**src/rtl/alu_pkg.sv**
```systemverilog
// Shared opcode encoding, FSM state type and condition-code helpers for the
// pipelined ALU.
package alu_pkg;

    typedef enum logic [2:0] {
        OP_PASS = 3'b000,
        OP_ADD  = 3'b001,
        OP_AND  = 3'b010,
        OP_NOT  = 3'b011,
        OP_XOR  = 3'b100,
        OP_SHL  = 3'b101,
        OP_SRA  = 3'b110,
        OP_MUL  = 3'b111
    } op_e;

    typedef enum logic [1:0] {
        ST_IDLE = 2'b00,
        ST_MUL  = 2'b01,
        ST_HOLD = 2'b10
    } state_e;

    localparam logic [2:0] NZP_RESET = 3'b010;

    // One-hot {N,Z,P}; width-independent so callers pass only MSB and zero flag.
    function automatic logic [2:0] nzp_of(input logic msb, input logic is_zero);
        if (msb) begin
            return 3'b100;
        end else if (is_zero) begin
            return 3'b010;
        end
        return 3'b001;
    endfunction

endpackage

```
**src/rtl/alu_mul_iter.sv**
```systemverilog
// Iterative shift-add multiplier: one partial product per cycle, WIDTH cycles,
// low WIDTH bits of the unsigned product presented alongside done.
module alu_mul_iter #(
    parameter int WIDTH = 16
) (
    input  logic             clk,
    input  logic             reset,
    input  logic             start,
    input  logic [WIDTH-1:0] a,
    input  logic [WIDTH-1:0] b,
    output logic             busy,
    output logic             done,
    output logic [WIDTH-1:0] product
);

    localparam int CNT_W = (WIDTH > 1) ? $clog2(WIDTH) : 1;

    logic [WIDTH-1:0] a_q, a_d;
    logic [WIDTH-1:0] b_q, b_d;
    logic [WIDTH-1:0] acc_q, acc_d;
    logic [CNT_W-1:0] cnt_q, cnt_d;
    logic             busy_q, busy_d;
    logic [WIDTH-1:0] acc_next;

    always_comb begin
        // NOTE: every output gets a default first so no path leaves a latch.
        a_d      = a_q;
        b_d      = b_q;
        acc_d    = acc_q;
        cnt_d    = cnt_q;
        busy_d   = busy_q;
        acc_next = acc_q + (b_q[0] ? a_q : '0);
        done     = busy_q && (cnt_q == CNT_W'(WIDTH - 1));

        if (start) begin
            a_d    = a;
            b_d    = b;
            acc_d  = '0;
            cnt_d  = '0;
            busy_d = 1'b1;
        end else if (busy_q) begin
            acc_d = acc_next;
            a_d   = a_q << 1;
            b_d   = b_q >> 1;
            cnt_d = cnt_q + CNT_W'(1);
            if (done) begin
                busy_d = 1'b0;
            end
        end
    end

    // The final partial product is folded in combinationally so the result
    // is ready on the same edge as the last iteration.
    assign product = acc_next;
    assign busy    = busy_q;

    always_ff @(posedge clk) begin
        // NOTE: state registers use non-blocking assignments only.
        if (reset) begin
            a_q    <= '0;
            b_q    <= '0;
            acc_q  <= '0;
            cnt_q  <= '0;
            busy_q <= 1'b0;
        end else begin
            a_q    <= a_d;
            b_q    <= b_d;
            acc_q  <= acc_d;
            cnt_q  <= cnt_d;
            busy_q <= busy_d;
        end
    end

endmodule

```
**src/rtl/alu_pipe.sv**
```systemverilog
// Single-slot ALU with valid/ready handshakes: one-cycle ops complete on the
// accepting edge, MUL is handed to the iterative multiplier.
module alu_pipe
    import alu_pkg::*;
#(
    parameter int WIDTH = 16,
    parameter int IMM_W = 5
) (
    input  logic             clk,
    input  logic             reset,
    input  logic             in_valid,
    output logic             in_ready,
    input  logic [2:0]       op,
    input  logic [WIDTH-1:0] ra,
    input  logic [WIDTH-1:0] rb,
    input  logic [IMM_W:0]   ir,
    output logic             out_valid,
    input  logic             out_ready,
    output logic [WIDTH-1:0] result,
    output logic [2:0]       nzp,
    output logic             v
);

    localparam int SH_W = $clog2(WIDTH);

    state_e           state_q, state_d;
    logic [WIDTH-1:0] result_q, result_d;
    logic [2:0]       nzp_q, nzp_d;
    logic             v_q, v_d;

    logic [WIDTH-1:0] b_sel;
    logic [SH_W-1:0]  sh_amt;
    logic [WIDTH-1:0] sum;
    logic [WIDTH-1:0] alu_res;
    logic             alu_v;
    logic             transfer_in;
    logic             mul_start, mul_busy, mul_done;
    logic [WIDTH-1:0] mul_product;

    assign b_sel  = ir[IMM_W] ? {{(WIDTH - IMM_W){ir[IMM_W-1]}}, ir[IMM_W-1:0]} : rb;
    assign sh_amt = b_sel[SH_W-1:0];
    assign sum    = ra + b_sel;

    always_comb begin
        alu_res = '0;
        alu_v   = 1'b0;
        case (op_e'(op))
            OP_PASS: alu_res = ra;
            OP_ADD: begin
                alu_res = sum;
                alu_v   = (ra[WIDTH-1] == b_sel[WIDTH-1]) && (sum[WIDTH-1] != ra[WIDTH-1]);
            end
            OP_AND:  alu_res = ra & b_sel;
            OP_NOT:  alu_res = ~ra;
            OP_XOR:  alu_res = ra ^ b_sel;
            OP_SHL:  alu_res = ra << sh_amt;
            OP_SRA:  alu_res = $unsigned($signed(ra) >>> sh_amt);
            default: alu_res = '0;
        endcase
    end

    // Downstream ready passes straight through in HOLD for 1/cycle throughput.
    always_comb begin
        case (state_q)
            ST_IDLE: in_ready = 1'b1;
            ST_HOLD: in_ready = out_ready;
            default: in_ready = 1'b0;
        endcase
    end

    assign transfer_in = in_valid && in_ready;

    always_comb begin
        state_d   = state_q;
        result_d  = result_q;
        nzp_d     = nzp_q;
        v_d       = v_q;
        mul_start = 1'b0;

        case (state_q)
            ST_IDLE, ST_HOLD: begin
                if (transfer_in) begin
                    if (op_e'(op) == OP_MUL) begin
                        mul_start = 1'b1;
                        state_d   = ST_MUL;
                    end else begin
                        result_d = alu_res;
                        nzp_d    = nzp_of(alu_res[WIDTH-1], alu_res == '0);
                        v_d      = alu_v;
                        state_d  = ST_HOLD;
                    end
                end else if (state_q == ST_HOLD && out_ready) begin
                    state_d = ST_IDLE;
                end
            end
            ST_MUL: begin
                if (mul_done) begin
                    result_d = mul_product;
                    nzp_d    = nzp_of(mul_product[WIDTH-1], mul_product == '0);
                    v_d      = 1'b0;
                    state_d  = ST_HOLD;
                end else if (!mul_busy) begin
                    state_d = ST_IDLE;
                end
            end
            default: state_d = ST_IDLE;
        endcase
    end

    always_ff @(posedge clk) begin
        if (reset) begin
            state_q  <= ST_IDLE;
            result_q <= '0;
            nzp_q    <= NZP_RESET;
            v_q      <= 1'b0;
        end else begin
            state_q  <= state_d;
            result_q <= result_d;
            nzp_q    <= nzp_d;
            v_q      <= v_d;
        end
    end

    assign out_valid = (state_q == ST_HOLD);
    assign result    = result_q;
    assign nzp       = nzp_q;
    assign v         = v_q;

    alu_mul_iter #(
        .WIDTH(WIDTH)
    ) u_mul (
        .clk    (clk),
        .reset  (reset),
        .start  (mul_start),
        .a      (ra),
        .b      (b_sel),
        .busy   (mul_busy),
        .done   (mul_done),
        .product(mul_product)
    );

endmodule
```
**config.mk**
```make
export PLATFORM = sky130hd
export DESIGN_NAME = alu_pipe
export DESIGN_NICKNAME = d
export VERILOG_FILES = /design/src/rtl/alu_pkg.sv /design/src/rtl/alu_mul_iter.sv /design/src/rtl/alu_pipe.sv
export SDC_FILE = /design/constraint.sdc
export NUM_CORES = 1
export LEC_CHECK = 0
export ABC_AREA = 1
export CAP_MARGIN = 20
export CORE_MARGIN = 2
export CORE_UTILIZATION = 41
export DETAILED_ROUTE_END_ITERATION = 10
export DONT_BUFFER_PORTS = 1
export GPL_TIMING_DRIVEN = 0
export PLACE_DENSITY_LB_ADDON = 0.08
export SYNTH_ARGS = -nofsm -noshare
export SYNTH_HDL_FRONTEND = slang
export SYNTH_SLANG_ARGS = --single-unit
export TNS_END_PERCENT = 5
```
**constraint.sdc**
```tcl
create_clock -name clk -period 4.25 [get_ports clk]
set_clock_uncertainty 0.1 [all_clocks]
set_input_delay 1.275 -clock clk [delete_from_list [all_inputs] [get_ports clk]]
set_output_delay 1.275 -clock clk [all_outputs]
set_load 0.1 [all_outputs]
```
==> flow_metrics.py, run 1 <==
metrics = {
    "outcome": {
        "status": "complete, no violations",
    },
    "sta": {
        "hold_viol": 0,
        "setup_viol_count_final": 0,
        "rsz0062_at_grt": "false",
        "fin_hold_ws_ps": 367,
        "max_freq_mhz": 243,
        "period_share_pct": 96.7,
        "relSlewSlack_pct": 27.1,
        "worst_slack_ps": 142,
        "tightest_slew_ps": 1090,
        "maxSlewViolCount": 0,
        "period_needed_ps": 4110,
    },
    "power": {
        "peakVddDrop_v": 0.000187,
        "leakagePower_uw": 0.00376,
        "power.density_nw_per_um2": 312,
        "p_total_uw": 2420,
    },
    "drt": {
        "routed_wirelength_um": 27900,
        "first_iter_violations": 654,
        "ant_nets": 0,
        "wire_per_inst_um": 19.0,
        "vias": 8298,
        "first_pass_iters": 6,
        "route.detailed.drc": 0,
        "viasPerCell": 5.65,
        "wl_met2_um": 12800,
        "met3_length_um": 1910,
        "top_layer": "met4",
        "drt-met1-wl_um": 11800,
    },
    "cts": {
        "cts_max_level": 3,
        "clock_path_buffers": 2,
        "post_cts_resized": 0,
        "cts_root_buf": "clkbuf_16",
        "cts.sinks": 75,
        "cts_buffers": 9,
        "cts_tree": "done",
        "cts_setup_buffers": 0,
        "cts-hold-fix-buffers": 0,
        "clk_latency_ps": 330,
        "clkTransAtPathRegs_ps": 60,
    },
    "grt": {
        "antenna_found_initial": 0,
        "grt_pass1_wl_um": 43000,
        "grt_pass1_vias": 7730,
        "grt.overflow.total": 0,
        "grt_start_max_net_pins": 14,
        "track_usage_pct": 30.4,
    },
    "floorplanning": {
        "dieHeight_um": 136,
        "initial_utilization_pct": 41.6,
        "io-pin-count": 67,
        "die_w_um": 136,
        "core_um2": 17100,
        "die-area_um2": 18400,
        "row_count": 48,
    },
    "logic_synthesis": {
        "yosysTopAreaCell": "dfxtp_1",
        "synthDominantCellAreaShare_pct": 21.1,
        "yosys_warnings": 0,
        "synth_edf_count": 0,
        "syn-cell-area_um2": 7120,
        "synth_seq_area_share_pct": 21.1,
        "syn_inst": 1226,
        "ys_ff_latch": 75,
        "syn_nets": 1306,
        "async_flop_share_pct": 0,
        "synthFlopType": "dfxtp_1",
        "ys_top_cells_by_area": "dfxtp_1 21%, nand2_1 19%, nand3_1 14%",
        "synth.distinct_cells": 44,
        "postSynthAreaPerCell_um2": 5.81,
    },
    "finish": {
        "num_antenna_cells": 0,
        "drive_gt1_share_pct": 5.07,
        "fin_nets": 1318,
        "final_core_util_pct": 45.4,
        "num-fill-cells": 1933,
        "syn_to_final_growth_pct": 9.21,
    },
    "worst_setup_path": {
        "path_max_fanout": 10,
        "cp_num_buf_inv": 3,
        "crit_path_start_kind": "input pin",
        "cp.arrival_ps": 4290,
        "cp.depth": 22,
        "slowest_stage": "fa_1",
        "end_kind": "register",
        "crit_family": "simple AND/OR/NAND/NOR gates",
        "required_ps": 4430,
        "path_class": "input pin to register",
        "crit_path_cell_trace": "buf_6 > inv_6 > nand2_8 > nand2_4 > buf_6 > ha_1 > fa_1 > nand3_1 > nand2_1 > nand2_1 > nand2_1 > o21ai_0 > o21ai_1 > nor2_1 > nand2_1 > nor2_1 > nand2_1 > nor2_1 > nand3_1 > nand2_1 > nand2_1 > nand2_1",
        "cp_slowest_stage_delay_ps": 470,
        "reg2reg_depth": 17,
        "critPathMostFrequentCell": "nand2_1",
    },
    "place": {
        "post-place-ws_ps": -118,
        "dpl.hpwl_um": 22400,
        "port_buffers": 0,
        "gp_congestion": 0.987,
    },
    "flow_run": {
        "cap_violations": 0,
    },
    "hold_path": {
        "hold_path_depth": 2,
        "hold_path_class": "register to register",
    },
}
## final cells by class
type / instances / area [um^2] / share of cell area [%]
buffer: 52 / 259 / 3.33
clock buffer: 10 / 229 / 2.94
clock inverter: 6 / 111 / 1.43
inverter: 148 / 563 / 7.24
multi-input combinational: 950 / 4800 / 61.7
sequential: 75 / 1500 / 19.3
tap: 225 / 282 / 3.62
timing repair buffer: 2 / 31.3 / 0.402
## final timing paths
path	start	endpoint	slack, ps
worst max-delay path	ir[5]	nzp[1]	140
worst min-delay path	u_mul.b_q[15]	u_mul.b_q[15]	370
worst max register to register	u_mul.b_q[0]	nzp[0]	1020
worst min register to register	u_mul.b_q[15]	u_mul.b_q[15]	370
## metal layers
layer | vias up | global-route usage, %
met5 | - | 0
met4 | 0 | 15.5
met3 | 85 | 4.86
met2 | 320 | 50.0
met1 | 3803 | 38.4
li1 | 4090 | -
## where the power goes
group	switching (uW)	internal [uW]	total [uW]	leakage (uW)
Sequential	137	734	871	0.000610
Combinational	472	203	675	0.00299
Clock	301	575	876	0.000163
## metrics by stage
stage               instance area (um^2)  instances  setup TNS [ps]
global placement                    7400       1451           -2120
floorplan                           7120       1226               0
global route                        7770       1468               0
finish                              7770       1468               0
detailed placement                  7440       1453            -206
CTS                                 7780       1469               0
## registers in the layout (all words and copies together) (netlist names)
signal,flops
result,16
u_mul.a_q,16
u_mul.acc_q,16
u_mul.b_q,16
u_mul.cnt_q,4
nzp,3
state_q,2
u_mul.busy,1
v,1
## cells in the mapped netlist (3+ instances only)
| library cell | n |
|---|---|
| a31oi_1 | 17 |
| o21ai_1 | 4 |
| buf_2 | 14 |
| nand3_1 | 201 |
| xnor2_1 | 3 |
| o21ai_0 | 45 |
| nand4_1 | 13 |
| nand2_1 | 364 |
| nand3_2 | 4 |
| inv_1 | 141 |
| clkbuf_1 | 28 |
| xor2_1 | 10 |
| nor3_1 | 19 |
| a21oi_1 | 69 |
| buf_1 | 4 |
| nor2_1 | 92 |
| dfxtp_1 | 75 |
| o211ai_1 | 24 |
| buf_6 | 5 |
| a221oi_1 | 7 |
| nand3b_1 | 5 |
| nand2_2 | 4 |
| ha_1 | 33 |
| o22ai_1 | 14 |
| inv_2 | 3 |
## cell families (layout without fill, tap and decap cells)
kind of cell / Yosys count / after routing / synth area share [%]
XOR/XNOR: 13 / 13 / 1.60
buffers and inverters: 201 / 218 / 11.6
AO/OA/AOI/OAI: 191 / 191 / 16.0
flip-flops: 75 / 75 / 21.1
AND/OR/NAND/NOR: 711 / 711 / 43.4
adder cells (fa/ha/maj): 35 / 35 / 6.36
## placed cells by master, fill, tap and decap left out, drive strengths merged, types with 2 or more instances in the layout
cell    instances
nor2           95
nand3         205
nand4          13
or2             2
a221oi          7
nand3b          5
clkbuf         37
fa              2
nand2         371
o21bai          2
nor3           19
o21a            2
o211ai         24
a211oi          2
xnor2           3
ha             33
a21oi          70
o21ai          51
bufinv          3
inv           147
o22ai          14
a31oi          17
dfxtp          75
xor2           10
buf            27
clkinv          3
## worst register-to-register path: stages (launching register included)
cell      delay (ps)
dfxtp_1          300
clkbuf_1         310
clkbuf_1         370
nand2_1          100
inv_1             70
ha_1             270
nand2_1           90
inv_1             50
a21oi_1          210
nand2_1          150
xor2_1           330
nand2_1           80
nor2_1           120
nand3_1           80
nor2_1           140
nand3_1           90
a21oi_1          160
a21oi_1           90
Note: power is estimated with default switching activity, not from simulation.
==> inputs of run 2 (changes only) <==
--- a/config.mk
+++ b/config.mk
@@ -9,6 +9,7 @@
 export CAP_MARGIN = 20
 export CORE_MARGIN = 2
 export CORE_UTILIZATION = 41
+export CTS_CLUSTER_DIAMETER = 30
 export DETAILED_ROUTE_END_ITERATION = 10
 export DONT_BUFFER_PORTS = 1
 export GPL_TIMING_DRIVEN = 0
==> results of run 2 <==
Final layout, timing and power as in run 1 (identical DEF).
==> inputs of run 3 (changes only) <==
--- a/config.mk
+++ b/config.mk
@@ -7,11 +7,13 @@
 export LEC_CHECK = 0
 export ABC_AREA = 1
 export CAP_MARGIN = 20
+export CORE_ASPECT_RATIO = 0.7
 export CORE_MARGIN = 2
 export CORE_UTILIZATION = 41
 export CTS_CLUSTER_DIAMETER = 30
 export DETAILED_ROUTE_END_ITERATION = 10
 export DONT_BUFFER_PORTS = 1
+export GPL_ROUTABILITY_DRIVEN = 1
 export GPL_TIMING_DRIVEN = 0
 export PLACE_DENSITY_LB_ADDON = 0.08
 export SYNTH_ARGS = -nofsm -noshare
==> run 3 against run 2 <==
- die area barely moved
- core utilization rose by 0.067 points
- flip-flop and latch count did not move
- routed wire length rose by 1.8%
- setup slack improved by 140 ps
- clock power fell by 13%
- clock-buffer cell count rose by 4
- sequential power barely moved
- via count rose by 0.69%
==> flow_metrics.py, run 3 (synthesis results as in run 1) <==
metrics = {
    "finish": {
        "num_antenna_cells": 0,
        "syn_to_final_growth_pct": 9.05,
        "layoutNonFillerInstCount": 1476,
        "fin_nets": 1320,
        "drive_gt1_share_pct": 5.30,
        "num-fill-cells": 1934,
        "final_cell_mix": "364 x nand2_1, 201 x nand3_1, 141 x inv_1",
        "final_core_util_pct": 45.5,
        "final_common_cell": "nand2_1",
    },
    "drt": {
        "first_iter_violations": 1006,
        "ant_nets": 0,
        "vias": 8355,
        "first_pass_iters": 7,
        "viasPerCell": 5.66,
        "routed_wirelength_um": 28400,
        "route.detailed.drc": 0,
        "wire_per_inst_um": 19.2,
    },
    "floorplanning": {
        "die-area_um2": 18500,
        "die_w_um": 162,
        "row_count": 40,
        "initial_utilization_pct": 41.7,
        "core_um2": 17100,
        "io-pin-count": 67,
        "dieHeight_um": 114,
    },
    "worst_setup_path": {
        "r2r_slack_ps": 1000,
        "required_ps": 4430,
        "reg2reg_depth": 18,
        "r2r-end": "nzp[0]",
        "worstReg2RegStart": "u_mul.b_q[0]",
        "end_kind": "register",
        "cp.arrival_ps": 4150,
        "path_class": "input pin to register",
        "path_max_fanout": 10,
        "crit_path_start_kind": "input pin",
    },
    "power": {
        "power.density_nw_per_um2": 300,
        "leakagePower_uw": 0.00375,
        "peakVddDrop_v": 0.000167,
    },
    "place": {
        "dpl.hpwl_um": 23000,
        "gp_congestion": 1.01,
        "numPlacedInstances": 1459,
        "port_buffers": 0,
    },
    "cts": {
        "cts_tree": "done",
        "clkTransAtPathRegs_ps": 60,
        "cts.sinks": 75,
        "cts_buffers": 9,
        "cts_max_level": 3,
        "cts_root_buf": "clkbuf_16",
        "clk_latency_ps": 330,
        "clock_path_buffers": 2,
    },
    "sta": {
        "maxSlewViolCount": 0,
        "relSlewSlack_pct": 29.8,
        "period_needed_ps": 3970,
        "hold_viol": 0,
        "tightest_slew_ps": 1050,
        "period_share_pct": 93.4,
        "max_freq_mhz": 252,
        "setup_viol_count_final": 0,
        "rsz0062_at_grt": "false",
    },
    "hold_path": {
        "hold_path_depth": 2,
        "hold_path_class": "register to register",
        "min_to": "u_mul.b_q[15]",
        "hold_start": "u_mul.b_q[15]",
    },
    "grt": {
        "antenna_found_initial": 0,
        "track_usage_pct": 30.4,
        "grt_start_max_net_pins": 12,
        "grt.overflow.total": 0,
        "grt_pass1_vias": 7271,
        "grt_pass1_wl_um": 42800,
    },
    "flow_run": {
        "cap_violations": 0,
    },
    "outcome": {
        "status": "complete, no violations",
    },
}
## run 3: cell count changes in the layout (fill, tap and decap cells not counted), sizes merged
cell,change
buf,+2
bufinv,-2
clkbuf,+4
clkinvlp,-1
inv,-1
## run 3: worst max-delay path, cell delays in order
cell and delay (ps):
buf_6 140, inv_6 80, nand2_8 80, nand2_4 80
buf_6 170, ha_2 220, fa_1 440, nand3_1 130
nand2_1 130, nand2_1 110, nand2_1 90, o21ai_0 160
o21ai_1 90, nor2_2 260, nand2_1 120, nor2_1 100
nand2_1 70, nor2_2 110, nand3_1 100, nand2_1 80
nand2_1 50, nand2_1 50
## run 3: area by class of cell
type,instances,area [um^2],area share [%]
Buffer,52,258,3.32
Clock buffer,14,254,3.27
Clock inverter,2,35.0,0.451
Inverter,148,563,7.25
Multi-Input combinational cell,950,4810,61.9
Sequential cell,75,1500,19.3
Tap cell,231,289,3.72
Timing Repair Buffer,4,53.8,0.693
## run 3: timing repair
item,4_1_cts,5_1_grt
setup buffers,0,2
hold buffers,0,0
setup endpoints to repair,0,2
resized for setup,0,4
## run 3: per-layer routing
| metal | track usage (%) | wire length [um] |
|---|---|---|
| met5 | 0 | 0 |
| met4 | 4.58 | 357 |
| met3 | 10.6 | 3910 |
| met2 | 38.9 | 10100 |
| met1 | 47.9 | 14000 |
## run 3: worst max path at each step
stage | cells past startpoint | end | slack (ps) | start
final | 22 | nzp[1] | 280 | ir[5]
after global placement | 20 | nzp[1] | -170 | ir[5]
after CTS | 22 | nzp[1] | 180 | ir[5]
after global routing | 22 | nzp[1] | 6 | ir[5]
after floorplan | 2 | in_ready | 250 | out_ready
after detailed placement | 22 | nzp[1] | -150 | ir[5]
## run 3: report_power, final
| part | leakage [uW] | switching (uW) | internal (uW) |
|---|---|---|---|
| clock | 0.000141 | 292 | 471 |
| combinational | 0.00300 | 486 | 207 |
| sequential | 0.000610 | 137 | 734 |
| total | 0.00375 | 916 | 1410 |
## run 3: through the flow
| stage | area, um^2 | TNS, ps | total power, uW | worst slack (ps) | hold slack, ps |
|---|---|---|---|---|---|
| finish | 7760 | 0 | 2330 | 279 | 373 |
| global route | 7760 | 0 | 2430 | 6.39 | 384 |
| CTS | 7740 | 0 | 2300 | 184 | 374 |
| detailed placement | 7450 | -317 | 1550 | -153 | 361 |
| global placement | 7410 | -467 | 1550 | -169 | 357 |
| floorplan | 7120 | 0 | 1350 | 252 | 341 |
